===== config.mk =====
export PLATFORM = sky130hd
export DESIGN_NAME = mips_cpu_lsu
export DESIGN_NICKNAME = d
export VERILOG_FILES = /design/src/rtl/mips_lsu_pkg.sv /design/src/rtl/mips_lsu_lane.sv /design/src/rtl/mips_cpu_lsu.sv
export SDC_FILE = /design/constraint.sdc
export NUM_CORES = 1
export LEC_CHECK = 0
export BUFFER_PORTS_ARGS = -buffer_cell sky130_fd_sc_hd__buf_2
export CORE_UTILIZATION = 44
export DETAILED_ROUTE_END_ITERATION = 7
export GPL_TIMING_DRIVEN = 0
export PLACE_DENSITY = 0.76
export SYNTH_ARGS = -nofsm -noshare
export SYNTH_HDL_FRONTEND = slang
export SYNTH_HIERARCHICAL = 1
export SYNTH_SLANG_ARGS = --single-unit

===== constraint.sdc =====
create_clock -name clk -period 1.71 [get_ports clk]
set_input_delay 0.0855 -clock clk [delete_from_list [all_inputs] [get_ports clk]]
set_output_delay 0.0855 -clock clk [all_outputs]
set_load 0.05 [all_outputs]

===== src/rtl/mips_lsu_pkg.sv =====
// mips_lsu_pkg -- shared types and constants for the MIPS load/store unit.
//   lsu_size_t     : access width (BYTE, HALF, WORD)
//   lsu_state_t    : LSU control states (IDLE, ACCESS, CAPTURE)
//   lsu_req_t      : request attributes latched at accept time
//   BE_*           : bus byte-enable patterns
//   lsu_eff_off()  : lane offset with misaligned low bits forced to zero
//   lsu_misaligned(): natural-alignment test used when LSU_ALIGN_CHECK_EN is set
package mips_lsu_pkg;

  typedef enum logic [1:0] {
    BYTE = 2'd0,
    HALF = 2'd1,
    WORD = 2'd2
  } lsu_size_t;

  typedef enum logic [1:0] {
    IDLE    = 2'd0,
    ACCESS  = 2'd1,
    CAPTURE = 2'd2
  } lsu_state_t;

  typedef struct packed {
    logic      write;
    lsu_size_t size;
    logic      sgn;
    logic [1:0] off;
  } lsu_req_t;

  localparam logic [3:0] BE_BYTE0   = 4'b0001;
  localparam logic [3:0] BE_HALF_LO = 4'b0011;
  localparam logic [3:0] BE_HALF_HI = 4'b1100;
  localparam logic [3:0] BE_WORD    = 4'b1111;

  // Low address bits that cannot be honoured for the size are dropped, so a
  // misaligned access degrades to the naturally aligned one containing it.
  function automatic logic [1:0] lsu_eff_off(lsu_size_t sz, logic [1:0] lo);
    case (sz)
      BYTE:    return lo;
      HALF:    return {lo[1], 1'b0};
      default: return 2'b00;
    endcase
  endfunction

  function automatic logic lsu_misaligned(lsu_size_t sz, logic [1:0] lo);
    case (sz)
      BYTE:    return 1'b0;
      HALF:    return lo[0];
      default: return |lo;
    endcase
  endfunction

endpackage


===== src/rtl/mips_lsu_lane.sv =====
// mips_lsu_lane -- combinational lane steering for the LSU.
//   enc_size/enc_off/enc_data -> enc_be, enc_wdata : bus byte enables and
//                                lane-replicated store data for a request
//   dec_size/dec_signed/dec_off/dec_word -> dec_data : load data shifted down
//                                to bit 0 and sign/zero extended
module mips_lsu_lane
  import mips_lsu_pkg::*;
(
  input  lsu_size_t   enc_size,
  input  logic [1:0]  enc_off,
  input  logic [31:0] enc_data,
  output logic [3:0]  enc_be,
  output logic [31:0] enc_wdata,
  input  lsu_size_t   dec_size,
  input  logic        dec_signed,
  input  logic [1:0]  dec_off,
  input  logic [31:0] dec_word,
  output logic [31:0] dec_data
);

  logic [31:0] shifted;

  // Store data is replicated across all lanes so the slave finds it under
  // whichever byte enables are set.
  always_comb begin
    enc_be    = BE_WORD;
    enc_wdata = enc_data;
    case (enc_size)
      BYTE: begin
        enc_be    = BE_BYTE0 << enc_off;
        enc_wdata = {4{enc_data[7:0]}};
      end
      HALF: begin
        enc_be    = enc_off[1] ? BE_HALF_HI : BE_HALF_LO;
        enc_wdata = {2{enc_data[15:0]}};
      end
      default: ;
    endcase
  end

  assign shifted = dec_word >> {dec_off, 3'b000};

  always_comb begin
    dec_data = shifted;
    case (dec_size)
      BYTE:    dec_data = {{24{dec_signed & shifted[7]}},  shifted[7:0]};
      HALF:    dec_data = {{16{dec_signed & shifted[15]}}, shifted[15:0]};
      default: ;
    endcase
  end

endmodule


===== src/rtl/mips_cpu_lsu.sv =====
// mips_cpu_lsu -- single-outstanding load/store unit between CPU and a
// waitrequest-style memory bus.
//   Parameter MAX_WAIT : consecutive stall cycles tolerated before abort.
//   CPU side : req_valid/req_write/req_size/req_signed/req_addr/req_wdata in,
//              busy, resp_valid/resp_err/resp_rdata out.
//   Bus side : address/read/write/byteenable/writedata out,
//              waitrequest/readdata in (readdata one cycle after completion).
//   Optional : define LSU_ALIGN_CHECK_EN to reject misaligned HALF/WORD
//              requests with resp_err instead of truncating the address.
module mips_cpu_lsu
  import mips_lsu_pkg::*;
#(
  parameter int MAX_WAIT = 255
) (
  input  logic        clk,
  input  logic        reset,
  input  logic        req_valid,
  input  logic        req_write,
  input  lsu_size_t   req_size,
  input  logic        req_signed,
  input  logic [31:0] req_addr,
  input  logic [31:0] req_wdata,
  output logic        busy,
  output logic        resp_valid,
  output logic        resp_err,
  output logic [31:0] resp_rdata,
  output logic [31:0] address,
  output logic        read,
  output logic        write,
  output logic [3:0]  byteenable,
  output logic [31:0] writedata,
  input  logic        waitrequest,
  input  logic [31:0] readdata
);

  localparam int CW = $clog2(MAX_WAIT + 1);

  lsu_state_t    state, state_nxt;
  lsu_req_t      req_q;
  logic [CW-1:0] wait_cnt;
  logic          wait_last;
  logic          misalign;
  logic [1:0]    req_off;
  logic          accept, reject, stall, timeout, store_done, load_done;
  logic [3:0]    enc_be;
  logic [31:0]   enc_wdata, dec_data;

  assign req_off   = lsu_eff_off(req_size, req_addr[1:0]);
  assign wait_last = (wait_cnt == CW'(MAX_WAIT - 1));

`ifdef LSU_ALIGN_CHECK_EN
  assign misalign = lsu_misaligned(req_size, req_addr[1:0]);
`else
  assign misalign = 1'b0;
`endif

  mips_lsu_lane u_lane (
    .enc_size   (req_size),
    .enc_off    (req_off),
    .enc_data   (req_wdata),
    .enc_be     (enc_be),
    .enc_wdata  (enc_wdata),
    .dec_size   (req_q.size),
    .dec_signed (req_q.sgn),
    .dec_off    (req_q.off),
    .dec_word   (readdata),
    .dec_data   (dec_data)
  );

  // State register
  always_ff @(posedge clk) begin
    if (reset) state <= IDLE;
    else       state <= state_nxt;
  end

  // Next state
  always_comb begin
    state_nxt = state;
    case (state)
      IDLE:    if (req_valid && !misalign) state_nxt = ACCESS;
      ACCESS: begin
        if (!waitrequest)   state_nxt = req_q.write ? IDLE : CAPTURE;
        else if (wait_last) state_nxt = IDLE;
      end
      CAPTURE: state_nxt = IDLE;
      default: state_nxt = IDLE;
    endcase
  end

  // Outputs and per-state events. Strobes come straight from the state
  // register, so an abort or reset drops them together with the state.
  always_comb begin
    busy       = 1'b1;
    read       = 1'b0;
    write      = 1'b0;
    accept     = 1'b0;
    reject     = 1'b0;
    stall      = 1'b0;
    timeout    = 1'b0;
    store_done = 1'b0;
    load_done  = 1'b0;
    case (state)
      IDLE: begin
        busy   = 1'b0;
        accept = req_valid && !misalign;
        reject = req_valid && misalign;
      end
      ACCESS: begin
        read       = !req_q.write;
        write      = req_q.write;
        stall      = waitrequest;
        timeout    = waitrequest && wait_last;
        store_done = !waitrequest && req_q.write;
      end
      CAPTURE: load_done = 1'b1;
      default: ;
    endcase
  end

  // Request latch, wait counter and response registers. Bus fields only
  // change on accept, which keeps them stable through any stall.
  always_ff @(posedge clk) begin
    if (reset) begin
      req_q      <= '0;
      address    <= '0;
      byteenable <= '0;
      writedata  <= '0;
      wait_cnt   <= '0;
      resp_valid <= 1'b0;
      resp_err   <= 1'b0;
      resp_rdata <= '0;
    end else begin
      resp_valid <= 1'b0;
      if (accept) begin
        req_q      <= '{write: req_write, size: req_size, sgn: req_signed, off: req_off};
        address    <= {req_addr[31:2], 2'b00};
        byteenable <= enc_be;
        writedata  <= enc_wdata;
        wait_cnt   <= '0;
      end
      if (stall && !timeout) wait_cnt <= wait_cnt + CW'(1);
      if (store_done) begin
        resp_valid <= 1'b1;
        resp_err   <= 1'b0;
      end
      if (load_done) begin
        resp_valid <= 1'b1;
        resp_err   <= 1'b0;
        resp_rdata <= dec_data;
      end
      if (timeout || reject) begin
        resp_valid <= 1'b1;
        resp_err   <= 1'b1;
        resp_rdata <= '0;
      end
    end
  end

endmodule


### Word-level counts from Yosys, hierarchy flattened

Index checks and enable logic that the tools add are counted.

| cells by class | value |
|---|---|
| mux-type cells | 26 |
| eq/ne operators | 7 |
| bitwise gates (word level) | 2 |
| $add $sub $neg | 1 |
| shift-type cells | 2 |
| reduce and logical (&&, ||, !) cells | 13 |

Operators with widths:

| kind | count |
|---|---|
| 32-bit case mux with 2 select lines | 2 |
| 32-bit by 5-bit >> shifter with 32-bit output | 1 |
| 8-bit 2-to-1 mux | 2 |
| 1-bit 2-to-1 mux | 14 |
| 8-bit by 1-bit adder with 8-bit output, second input constant | 1 |
| 8-bit equality test, second input constant | 1 |
| 2-bit 2-to-1 mux | 4 |
| 2-bit case mux with 2 select lines | 2 |
| 4-bit case mux with 2 select lines | 1 |
| 2-bit by 1-bit equality test with 1-bit output, second input constant | 3 |
| 2-bit zero test | 3 |
| 4-bit 2-to-1 mux | 1 |
| 1-bit by 2-bit left shift with 4-bit output, first input constant | 1 |
| 1-bit logical AND | 3 |
| 1-bit zero test | 3 |
| 3-bit inequality test, second input constant | 1 |
| 3-bit nonzero test | 1 |
| 1-bit AND | 2 |
| 2-bit equality test, second input constant | 1 |
| 2-bit inequality test, second input constant | 1 |
| 2-bit AND reduction | 1 |
| 2-bit nonzero test | 1 |
| 2-bit OR reduction | 1 |

| word-level totals | value |
|---|---|
| bits of input ports | 104 |
| word-level logic and storage cells | 63 |
| output and inout port bits | 105 |
| register bits after elaboration | 116 |

### Depth between registers and ports, before layout

| logic depth | value |
|---|---|
| word-level depth | 6 |
| gate-level depth with buffers | 8 |
| depth with buffers taken out | 6 |

### Hierarchy

The synthesis kept the hierarchy.

Modules (own cells, without submodules):

| module | cells each | area each (um^2) | times used | seq. area each (um^2) |
|---|---|---|---|---|
| mips_cpu_lsu | 533 | 4305.4 | 1 | 2322.2 |
| mips_lsu_lane | 163 | 1154.9 | 1 | 0.0 |

### Worst setup path before layout

Ideal clock, no wire load.

| timing | value |
|---|---|
| path kind | register to register |
| from | register wait_cnt[0] |
| to | register wait_cnt[0] |
| cell stages (with the launch flop) | 6 |
| arrival | 1.462 ns |
| path slack | 0.127 ns |
| path through | dfxtp_1 -> inv_1 -> ha_1 -> and3_1 -> a21oi_1 -> mux2_2 |

| on the way | value |
|---|---|
| cells in the longest elaborated chain, start to end | 6 |
| elaborated cells on any way between the ends | 8 |
| those cells by class | 1 x add/sub; 1 x eq/ne; 2 x mux; 4 x reduce/logical |

RTL lines:

| what | line | text |
|---|---|---|
| start, declared | mips_cpu_lsu.sv:40 | `logic [CW-1:0] wait_cnt;` |
| start signal, assigned | mips_cpu_lsu.sv:141 | `if (stall && !timeout) wait_cnt <= wait_cnt + CW'(1);` |
| parallel branches: the longest is 6 deep, another holds 8-bit by 1-bit adder with 8-bit output | -- |  |

Several ways; the timed one is not identified.
A chain may end at the register's enable or synchronous reset.

### Worst setup path in the final report

| timing | value |
|---|---|
| from | register req_q[0] (netlist bit) |
| to | register resp_rdata[24] |

| on the way | value |
|---|---|
| cells in the longest elaborated chain, start to end | 3 |
| elaborated cells on any way between the ends | 4 |
| those cells by class | 1 x shift; 1 x mux; 2 x bitwise |

RTL lines:

| what | line | text |
|---|---|---|
| start, declared | mips_cpu_lsu.sv:39 | `lsu_req_t req_q;` |
| start signal, assigned | mips_cpu_lsu.sv:135 | `req_q <= '{write: req_write, size: req_size, sgn: req_signed, off: req_off};` |
| 32-bit by 5-bit >> shifter with 32-bit output * | mips_lsu_lane.sv:41 | `assign shifted = dec_word >> {dec_off, 3'b000};` |
| 1-bit AND, on equally long branches | mips_lsu_lane.sv:47, mips_lsu_lane.sv:46 |  |
| 32-bit case mux with 2 select lines * | mips_lsu_lane.sv:45 | `case (dec_size)` |
| via dec_data[24] | mips_cpu_lsu.sv:46 | `logic [31:0] enc_wdata, dec_data;` |
| end signal, assigned | mips_cpu_lsu.sv:149 | `resp_rdata <= dec_data;` |
| end, declared | mips_cpu_lsu.sv:26 | `output logic [31:0] resp_rdata,` |

The timed path passes the listed nets; every way through them passes the cells marked *.

==> results.py <==
metrics = {
    "hold_path": {
        "hold_class": "input port to flop",
        "whs_path_depth": 3,
    },
    "cells_and_area": {
        "synthToLayoutAreaGrowth_pct": 42.2,
        "drive_gt1_frac": 0.345,
        "design_area_sq_mm": 0.00777,
        "diodes": 0,
        "nets": 1064,
    },
    "yosys": {
        "synthCells": 696,
        "synth_ff_type": "dfxtp_1",
        "async_reset_ff_frac": 0,
        "synth.distinct_cells": 57,
        "synth_area_sq_mm": 0.00546,
        "synth_edf_count": 0,
        "synth_seq_cells": 116,
        "postSynthAreaPerCell_sq_um": 7.85,
        "ys_warn_count": 6,
        "yosysSeqAreaShare": 0.425,
    },
    "placement": {
        "gp_congestion": 0.917,
        "dpl.hpwl_mm": 11.4,
        "place_area_sq_mm": 0.00671,
        "portBuffers": 206,
    },
    "clock_tree": {
        "clock_latency_ns": 0.41,
        "cts_buffers": 17,
        "cts_tree": "yes",
        "path_clk_slew_ns": 0.05,
        "clock-root-buffer": "clkbuf_16",
        "cts.sinks": 116,
        "h-tree-depth": 4,
        "cts_buffer_depth": 2,
    },
    "drt": {
        "via_count": 5717,
        "firstDrtPassIters": 5,
        "drtIter0Drc": 422,
        "wirelength_mm": 16.4,
        "post-route-drc-count": 0,
        "ant_nets": 0,
        "viasPerCell": 5.02,
        "wl_per_cell_um": 14.4,
    },
    "global_route": {
        "antenna_found_initial": 0,
        "grt_pass1_vias": 5487,
        "grt_max_degree": 17,
        "grt_usage": 0.262,
        "grt_overflow": 0,
        "grt_pass1_wl_mm": 26.4,
    },
    "sta": {
        "fin_crit_sh": 0.965,
        "rsz0062_at_grt": "yes",
        "finalClockSkew_ns": 0.00734,
        "slew_headroom": 0.599,
        "finalHoldViolations": 0,
        "tightest_slew_ns": 0.601,
        "finalSetupViolations": 0,
        "hold_ws_ns": 0.0417,
        "max_freq_ghz": 0.606,
        "slew_viol_final": 0,
        "min_period_ns": 1.65,
    },
    "die": {
        "io_pins": 209,
        "die_h_um": 113,
        "die_area_sq_mm": 0.0129,
        "die_x_um": 113,
        "coreArea_sq_mm": 0.0121,
        "rows": 40,
        "initial_core_util": 0.453,
    },
    "power": {
        "p_per_area_mw_per_mm2": 1030,
        "total_power_mw": 8.00,
        "leakagePower_nw": 3.49,
        "peakVddDrop_uv": 822,
    },
    "setup_path": {
        "critPathLaunchType": "flop",
        "crit_path_max_fanout": 10,
        "required_ns": 2.00,
        "critical_path_class": "flop to flop",
        "cp.arrival_ns": 1.94,
        "cp-end-kind": "flop",
        "r2r_cells": 9,
    },
    "flow_run": {
        "maxCapViolCount": 0,
    },
    "status": {
        "status": "finished clean",
    },
}
sequential cells by signal, summed over array words and instances, names as in the netlist:
name and flops:
wait_cnt 8, writedata 32, address 30, req_q 6, byteenable 4, resp_err 1, resp_rdata 32, state 2
resp_valid 1
worst max-delay path, cell delays in order, from the launching register on:
cell and delay, ns:
dfxtp_2 0.34, buf_6 0.14, mux2i_1 0.34, nand3b_1 0.15, o211ai_2 0.09, buf_6 0.15, buf_6 0.15, nand2_1 0.06
nand2_1 0.05, a21oi_1 0.06
cell families after synthesis:
| family | synth area share |
|---|---|
| muxes | 0.0885 |
| other | 0.000687 |
| AOI/OAI and AO/OA | 0.176 |
| and+or+nand+nor | 0.239 |
| DFF | 0.425 |
| buffers and inverters | 0.0662 |
| adders and majority gates | 0.00458 |
routing by layer:
layer / share of wire / routed length (um) / GRT usage
met5: 0 / 0 / 0
met4: 0.019 / 320 / 0.111
met3: 0.071 / 1170 / 0.0765
met2: 0.48 / 7890 / 0.451
met1: 0.43 / 7040 / 0.303
placed cells by master (no fill, tap or decap), types with 15 or more instances in the layout:
master	n
buf_4	18
clkbuf_1	19
mux2_2	26
dlygate4sd3_1	35
a21oi_1	114
buf_2	227
o21ai_0	15
clkbuf_16	17
mux2i_1	16
dfxtp_1	114
nand2_1	237
repair_timing:
| item | 4_1_cts | 5_1_grt |
|---|---|---|
| buffers inserted | 1 | 0 |
| endpoints found under the setup margin | 7 | 40 |
| gates resized for setup | 2 | 20 |
| hold buffers | 35 | 0 |
| pin swaps | 1 | 0 |
| hold endpoints to repair | 35 | 0 |
synth_stat cells, drive strengths merged, types with 3 or more instances:
| cell | count | share of area |
|---|---|---|
| and3 | 3 | 0.0034 |
| buf | 42 | 0.049 |
| o21ai | 17 | 0.017 |
| a21oi | 115 | 0.11 |
| mux2 | 26 | 0.054 |
| a221oi | 7 | 0.011 |
| nand2b | 5 | 0.0085 |
| nor2 | 17 | 0.012 |
| a2111oi | 3 | 0.0062 |
| a211oi | 9 | 0.012 |
| clkbuf | 18 | 0.012 |
| nand2 | 239 | 0.17 |
| dfxtp | 116 | 0.43 |
| inv | 6 | 0.0041 |
| mux2i | 19 | 0.035 |
| nor2b | 9 | 0.010 |
| nand3 | 4 | 0.0037 |
power breakdown:
group / internal [mW] / leakage, nW / total (mW) / switching, mW
Clock: 2.43 / 0.299 / 3.62 / 1.19
Sequential: 2.83 / 0.947 / 2.90 / 0.0669
Combinational: 0.494 / 2.24 / 1.47 / 0.980
Total: 5.76 / 3.49 / 8.00 / 2.24
through the flow:
step                      cells  setup WS [ns]  setup TNS [ns]   util
after floorplan             697          0.127               0      -
final                      1139         0.0597               0  0.644
after detailed placement   1071        -0.0662          -0.126  0.556
after global placement     1071        -0.0454         -0.0887  0.556
after global routing       1139        -0.0145         -0.0375  0.644
after CTS                  1139         0.0253               0  0.637
path summary, 6_finish.rpt:
path | from | endpoint | slack [ns]
setup / recovery | req_q[0] | resp_rdata[24] | 0.06
hold / removal | reset | resp_rdata[1] | 0.04
setup reg to reg | req_q[0] | resp_rdata[24] | 0.06
hold reg to reg | address[11] | address[11] | 0.45
layout make-up:
type / count / area [sq um]
fillers: 1054 / 4300
flip-flops and latches: 116 / 2320
clock inverters: 9 / 125
repair buffers: 242 / 1390
inverters: 7 / 26.3
plain buffers: 60 / 339
multi-input cells: 514 / 2860
clock buffers: 23 / 488
well taps: 168 / 210
Note: power is estimated with default switching activity, not from simulation.
